<file path="src/rtl/lsu_ctrl.sv">
// lsu_ctrl - load/store sequencing controller between the core memory stage
// and the data-memory bus.
//
// Accepts one load or store per request, forms a word-aligned bus
// transaction (byte enables + lane-replicated store data), holds it until
// memAck, then presents the extended load data with a one-cycle done pulse.
// Illegal or misaligned requests skip the bus and return done with fault.
//
// Build option:
//   LSU_MISALIGN_TRAP_EN  defined   -> misaligned H/W accesses fault
//                         undefined -> offset is forced to size alignment
//
// Ports:
//   clk, rst                 clock, synchronous active-high reset
//   reqValid/reqReady        request handshake (ready only in IDLE)
//   reqWrite, reqFunct3      store flag, access size/sign
//   reqAddr, reqWdata        byte address, right-justified store data
//   done, rdata, fault       completion pulse, extended load data, fault pulse
//   memReq, memWe, memAddr   bus request, write enable, word address
//   memBe, memWdata          byte enables, replicated store data
//   memAck, memRdata         bus acknowledge, read data
module lsu_ctrl #(
    parameter int ADDR_WIDTH = 32
) (
    input  logic                  clk,
    input  logic                  rst,
    input  logic                  reqValid,
    output logic                  reqReady,
    input  logic                  reqWrite,
    input  logic [2:0]            reqFunct3,
    input  logic [ADDR_WIDTH-1:0] reqAddr,
    input  logic [31:0]           reqWdata,
    output logic                  done,
    output logic [31:0]           rdata,
    output logic                  fault,
    output logic                  memReq,
    output logic                  memWe,
    output logic [ADDR_WIDTH-1:0] memAddr,
    output logic [3:0]            memBe,
    output logic [31:0]           memWdata,
    input  logic                  memAck,
    input  logic [31:0]           memRdata
);

    typedef enum logic [1:0] {IDLE, BUS, RESP} state_t;

    state_t                state, stateNext;
    logic                  faultQ;
    logic [1:0]            offQ;
    logic [2:0]            funct3Q;
    logic [31:0]           rdataQ;
    logic                  memWeQ;
    logic [ADDR_WIDTH-1:0] memAddrQ;
    logic [3:0]            memBeQ;
    logic [31:0]           memWdataQ;

    logic                  xfer;
    logic                  illegalF3;
    logic                  misalign;
    logic                  isFault;
    logic [1:0]            effOff;
    logic [3:0]            beNext;
    logic [31:0]           wdataNext;

    // Shift the returned word down by the byte offset, then extend by funct3.
    function automatic logic [31:0] extendLoad(input logic [31:0] raw,
                                               input logic [1:0]  off,
                                               input logic [2:0]  f3);
        logic [31:0] sh;
        sh = raw >> {off, 3'b000};
        case (f3)
            3'b000:  extendLoad = {{24{sh[7]}}, sh[7:0]};
            3'b001:  extendLoad = {{16{sh[15]}}, sh[15:0]};
            3'b100:  extendLoad = {24'h0, sh[7:0]};
            3'b101:  extendLoad = {16'h0, sh[15:0]};
            default: extendLoad = sh;
        endcase
    endfunction

    assign xfer = reqValid && reqReady;

    // Request decode: legality, effective offset, enables and store lanes.
    always_comb begin
        illegalF3 = 1'b1;
        case (reqFunct3)
            3'b000, 3'b001, 3'b010: illegalF3 = 1'b0;
            3'b100, 3'b101:         illegalF3 = reqWrite;  // no unsigned stores
            default:                illegalF3 = 1'b1;
        endcase
    end

`ifdef LSU_MISALIGN_TRAP_EN
    always_comb begin
        misalign = ((reqFunct3[1:0] == 2'b01) && reqAddr[0]) ||
                   ((reqFunct3[1:0] == 2'b10) && (reqAddr[1:0] != 2'b00));
        effOff   = reqAddr[1:0];
    end
`else
    // Misalignment is silently fixed by rounding the offset down to the size.
    always_comb begin
        misalign = 1'b0;
        case (reqFunct3[1:0])
            2'b01:   effOff = {reqAddr[1], 1'b0};
            2'b10:   effOff = 2'b00;
            default: effOff = reqAddr[1:0];
        endcase
    end
`endif

    assign isFault = illegalF3 || misalign;

    always_comb begin
        case (reqFunct3[1:0])
            2'b00: begin
                beNext    = 4'b0001 << effOff;
                wdataNext = {4{reqWdata[7:0]}};
            end
            2'b01: begin
                beNext    = 4'b0011 << effOff;
                wdataNext = {2{reqWdata[15:0]}};
            end
            default: begin
                beNext    = 4'b1111;
                wdataNext = reqWdata;
            end
        endcase
    end

    // State register
    always_ff @(posedge clk) begin
        if (rst) state <= IDLE;
        else     state <= stateNext;
    end

    // Next-state logic
    always_comb begin
        stateNext = state;
        case (state)
            IDLE:    if (xfer) stateNext = isFault ? RESP : BUS;
            BUS:     if (memAck) stateNext = RESP;
            RESP:    stateNext = IDLE;
            default: stateNext = IDLE;
        endcase
    end

    // Control outputs
    always_comb begin
        reqReady = (state == IDLE);
        memReq   = (state == BUS);
        done     = (state == RESP);
        fault    = (state == RESP) && faultQ;
    end

    // Request latch, bus registers and load capture
    always_ff @(posedge clk) begin
        if (rst) begin
            faultQ    <= 1'b0;
            offQ      <= 2'b00;
            funct3Q   <= 3'b000;
            rdataQ    <= 32'h0;
            memWeQ    <= 1'b0;
            memAddrQ  <= '0;
            memBeQ    <= 4'b0000;
            memWdataQ <= 32'h0;
        end else begin
            if (xfer) begin
                faultQ  <= isFault;
                offQ    <= effOff;
                funct3Q <= reqFunct3;
                rdataQ  <= 32'h0;  // stores and faults report zero
                if (!isFault) begin
                    memWeQ    <= reqWrite;
                    memAddrQ  <= {reqAddr[ADDR_WIDTH-1:2], 2'b00};
                    memBeQ    <= beNext;
                    memWdataQ <= wdataNext;
                end
            end
            if ((state == BUS) && memAck && !memWeQ)
                rdataQ <= extendLoad(memRdata, offQ, funct3Q);
        end
    end

    assign rdata    = rdataQ;
    assign memWe    = memWeQ;
    assign memAddr  = memAddrQ;
    assign memBe    = memBeQ;
    assign memWdata = memWdataQ;

endmodule
</file>
<file path="config.mk">
export PLATFORM = sky130hd
export DESIGN_NAME = lsu_ctrl
export DESIGN_NICKNAME = d
export VERILOG_FILES = /design/src/rtl/lsu_ctrl.sv
export SDC_FILE = /design/constraint.sdc
export NUM_CORES = 1
export LEC_CHECK = 0
export CAP_MARGIN = 40
export CORE_UTILIZATION = 55
export CTS_BUF_LIST = sky130_fd_sc_hd__clkbuf_8
export DETAILED_ROUTE_END_ITERATION = 12
export DONT_BUFFER_PORTS = 1
export GPL_TIMING_DRIVEN = 0
export HOLD_SLACK_MARGIN = 0.03
export PLACE_DENSITY = 0.78
export SLEW_MARGIN = 10
export SYNTH_ARGS = -nofsm -noshare
export SYNTH_HDL_FRONTEND = slang
export SYNTH_SLANG_ARGS = --single-unit
</file>
<file path="constraint.sdc">
create_clock -name clk -period 2.8 [get_ports clk]
set_input_delay 0.56 -clock clk [delete_from_list [all_inputs] [get_ports clk]]
set_output_delay 0.56 -clock clk [all_outputs]
set_load 0.02 [all_outputs]
</file>
# After elaboration in Yosys (flattened, before gate mapping)

Cells that the tools add are included.
Widths: inputs -> output; s select.

Bits in registers: 107
Bits of input ports: 104
Output and inout bits: 105
Word-level logic and storage cells: 51

Equal/unequal tests: 13
Shifts and indexed selects: 3
Muxes and demuxes: 11
Bitwise logic cells: 1
Reductions and logical operators: 14

Operators with widths:

| cell                | count |
|---|---|
| $pmux 32 s4         | 1 |
| $mux 32             | 2 |
| $pmux 32 s2         | 1 |
| $shr 32x5->32       | 1 |
| $eq 3x3->1 const B  | 4 |
| $pmux 2 s2          | 2 |
| $pmux 4 s2          | 1 |
| $eq 3x1->1 const B  | 2 |
| $logic_not 3->1     | 2 |
| $mux 2              | 3 |
| $eq 2x1->1 const B  | 2 |
| $eq 2x2->1 const B  | 2 |
| $logic_and 1x1->1   | 4 |
| $logic_not 2->1     | 2 |
| $ne 2x1->1 const B  | 2 |
| $reduce_and 2->1    | 2 |
| $shl 1x2->4 const A | 1 |
| $shl 2x2->4 const A | 1 |
| $eq 3x2->1 const B  | 1 |
| $reduce_or 3->1     | 1 |
| $pmux 1 s2          | 1 |
| $reduce_bool 2->1   | 1 |
| $reduce_or 2->1     | 1 |
| $logic_not 1->1     | 1 |
| $not 1->1           | 1 |

# Logic depth before layout (Yosys ltp)

Depth after elaboration: 6
Gate-level depth with buffers: 9

# Least setup slack after synthesis

OpenSTA, ideal clock, no wires.

Kind: input -> register
Start: input port reqFunct3[1]
End: register memWdataQ[23], in the netlist memWdata[23]
Library setup time: 0.132 ns
Arrival time: 2.034 ns
Path slack: 0.635 ns
Cell stages on the path: 9
Buffers on the path: 3
Cells stage by stage: buf_2 > inv_1 > ha_1 > buf_2 > nor2_1 > clkbuf_1 > nor3b_1 > a211oi_1 > nor3_1

Word-level cells in the longest chain between the ends: 5
Elaborated cells between the ends (all ways): 13
Those cells by class: eq/ne: 5; mux: 2; bitwise: 1; reduce/logical: 5

Ends and longest elaborated chain:

| item                                               | RTL line | text |
|---|---|---|
| start, declared                                    | 30       | `input logic [2:0] reqFunct3,` |
| $eq 3x1->1 (tied with other cells)                 | 85       | `case (reqFunct3)` |
| $reduce_or 3->1 or $reduce_or 2->1 (tied branches) | 85       |  |
| $pmux 1 s2                                         | 85       |  |
| $not 1->1 (no line)                                | n/a      |  |
| $reduce_and 2->1 (no line)                         | n/a      |  |
| end signal, assigned                               | 175      | `memWdataQ <= wdataNext;` |
| end, declared                                      | 55       | `logic [31:0] memWdataQ;` |

Several ways; a longest one is shown, not always the timed one.
A chain may end at the register's enable or synchronous reset.

# Worst setup path in the final report

Start: register state[1]
End: output port fault

Word-level cells in the longest chain between the ends: 2

Ends and longest elaborated chain:

| item                   | RTL line | text |
|---|---|---|
| start, declared        | 47       | `state_t state, stateNext;` |
| start signal, assigned | 132      | `else state <= stateNext;` |
| $eq 2x2->1             | n/a      |  |
| net done               | 33       | `output logic done,` |
| $logic_and 1x1->1      | 151      | `fault = (state == RESP) && faultQ;` |
| end, declared          | 35       | `output logic fault,` |

The timed path passes the listed nets, and every way through them passes these cells.

==> metrics.txt <==
sequential power share 57.0%; pre-CTS WS 0.2498 ns; FF+latch count, synth 107; Layout area overhead 6.799%; TNS Setup 0 ns; Synth warnings 0; Fin. Hold Viols 0; die area 0.008872 mm2; number of global-route vias before repair 3856; postcts setup bufs 0; Worst Path Arrival 1.68 ns; die extent in x 94.19 um; grt met1 use 36.08%; clk root buf clkbuf_8; switching share of power 29.41%; worst flop-to-flop path startpoint offQ[0]$_SDFFE_PP0P_; Cells after Synth 541; grt met3 use 9.304%; DP Wirelength 9.906 mm; Clk network pwr share 30.2%; WL final 12.94 mm; mux share of post-synthesis cell area 7.495%; critical path startpoint category register; WHS Endpoint memAddr[22]$_SDFFE_PP0P_; vias 4097; GRT Util Overall 29.17%; DR DRC count 0; main combinational cell family by area after synthesis compound AO/OA/AOI/OAI gates; flop2flop setup slack 0.86 ns; sw power 0.8968 mW; H-tree Lvls 3; area share of fa/ha/maj cells after synthesis 0.8030%; clk buf depth 2; Worst R2R Path Depth 7; power per cell area 610.8 mW/mm2; Comb pwr share 12.8%; clock latency on the worst-skew pair 0.37 ns; post-synthesis cell area 0.004674 mm2; min cycle time layout 2.243 ns; Req. time, crit path 2.24 ns; Peak VDD IR 0.3121 mV; DR pass1 iterations 5; crit-path cells nor2b_1, and2_1; hold slack 0.3181 ns; crit path max fanout 8; site row count 33; Post-synth top flop dfxtp_1; EDFF count, synth 0; core footprint 0.008217 mm2; routability-driven placement congestion ratio 0.8906; Post-Synth XOR/XNOR Area 0%; Hold Crit Depth 2; cts hold-fix bufs 0; number of DRC markers in iteration 0 215; vias per inst 6.189; Compound-Gate Fraction of Synth Area 22.14%; Starting Density 56.89%; final worst slack 0.5567 ns; global routing usage on met2 46.44%; post-synth cell types 41; CTS tree done; Worst path slowest cell dfxtp_1; GRT busiest layer met2; asr flop ratio synth 0%; port bufs 0; cts repair resizes 0; leakage power figure 1.716 nW; Slew HR 60.85%; simple-gate area share of the yosys netlist 18.50%; first-pass GRT wire length 19.66 mm; RSZ-0062 raised after global routing false; Final Setup Violations 0; wire per inst 19.54 um; crit-path max cell delay 0.50 ns; Die Ht 94.19 um; pin count of the biggest net entering global routing 17; initial antenna violation count 0; crit path kind reg -> out; ant diodes 0; r2r endpoint rdata[22]$_SDFFE_PP0P_; hold wc startpoint reqAddr[22]; Int Pwr 2.153 mW; Overflow after GRT 0; utilization after layout 60.76%; Final Slew Violations 0; max-capacitance violation count 0; Antenna Nets Post-Route 0; share of cells above drive strength 1 8.618%; CTS Sinks 107; fin crit share 80.12%; crit end category output pin; clock slew at reported path FFs 0.10 ns; Max Clk Rate 0.4458 GHz; Worst-Margin Slew 0.5872 ns; clock skew 0.01005 ns; class of the worst hold path in -> reg; Avg Cell Area, Syn 8.640 um2; I/O Pins 209; Seq/Total Area, Yosys 45.82%; Total Nets Final 660; Num CTS Buffers 9; status completed
[cells in the mapped netlist, drive strengths merged (9+ instances only)]
| cell | instances | area, um2 |
|---|---|---|
| a211oi | 24 | 180.2 |
| a21oi | 72 | 360.4 |
| a22oi | 16 | 120.1 |
| buf | 24 | 136.4 |
| clkbuf | 23 | 86.33 |
| dfxtp | 107 | 2142 |
| mux2i | 17 | 170.2 |
| nand2 | 92 | 345.3 |
| nor2 | 42 | 160.2 |
| nor3 | 27 | 135.1 |
| nor3b | 9 | 83.83 |
| o21ai | 18 | 90.08 |
[worst max-delay path by stage]
| stage | slack [ns] | from | endpoint | depth (start not counted) |
|---|---|---|---|---|
| 6_report | 0.56 | state[1]$_SDFFE_PP0P_ | fault | 2 |
| 5_1_grt | 0.44 | reqFunct3[1] | memBe[3]$_SDFFE_PP0P_ | 8 |
| 4_1_cts | 0.53 | state[1]$_SDFFE_PP0P_ | fault | 2 |
| 3_5_place_dp | 0.25 | reqFunct3[1] | memWdata[23]$_SDFFE_PP0P_ | 9 |
| 3_3_place_gp | 0.32 | reqFunct3[1] | memWdata[23]$_SDFFE_PP0P_ | 9 |
| 2_1_floorplan | 0.63 | reqFunct3[1] | memWdata[23]$_SDFFE_PP0P_ | 9 |
[cells by family after synthesis]
kind of cell / count (synthesis)
adder cells (fa/ha/maj): 3
AND/OR/NAND/NOR: 191
multiplexers: 25
AO/OA/AOI/OAI: 162
other: 1
flip-flops: 107
buffers and inverters: 52
[final cells by class]
cell class,count,area (um2)
Tap cell,105,131.4
Multi-Input combinational cell,383,2295
Clock inverter,6,58.81
Clock buffer,9,123.9
Sequential cell,107,2142
Buffer,47,222.7
Fill cell,725,3224
Inverter,5,18.77
[placed cells by master, fill, tap and decap left out, drive strengths merged, types with 9 or more instances in the layout]
cell / netlist / final
nand2: 92 / 92
a21oi: 72 / 72
nor3: 27 / 27
nor2: 42 / 42
o21ai: 18 / 18
clkbuf: 23 / 32
a22oi: 16 / 16
buf: 24 / 24
mux2i: 17 / 17
a211oi: 24 / 24
dfxtp: 107 / 107
nor3b: 9 / 9
[registers in the layout, summed over array words and instances (netlist names)]
register / cells
faultQ: 1
funct3Q: 3
memAddr: 30
memBe: 4
memWdata: 32
memWe: 1
offQ: 2
rdata: 32
state: 2
[metrics by stage]
step | cells | cell area, um2 | power [mW]
2_1_floorplan | 542 | 4678 | 2.062
3_3_place_gp | 647 | 4810 | 2.145
3_5_place_dp | 647 | 4810 | 2.162
4_1_cts | 662 | 4992 | 3.057
5_1_grt | 662 | 4992 | 3.189
6_report | 662 | 4992 | 3.049
[power groups by stage]
stage                     Clock, mW  Sequential (mW)  Combinational (mW)
after floorplan                   0             1.75               0.308
after global routing           1.01             1.75               0.436
after detailed placement          0             1.77               0.388
final                         0.920             1.74               0.391
after global placement            0             1.77               0.375
after CTS                     0.930             1.74               0.389
[critical path, delay by kind of cell, from the launching register on]
kind,cells,cell delay (ns)
flops,1,0.50
simple gates,2,0.82
[layer usage]
metal	share of wire, %	vias to the layer above	routed length, um
met5	0	-	0
met4	2.3	0	295
met3	10	23	1332
met2	47	203	6140
met1	40	1925	5168
li1	-	1946	-
(Power assumes the default switching activity.)
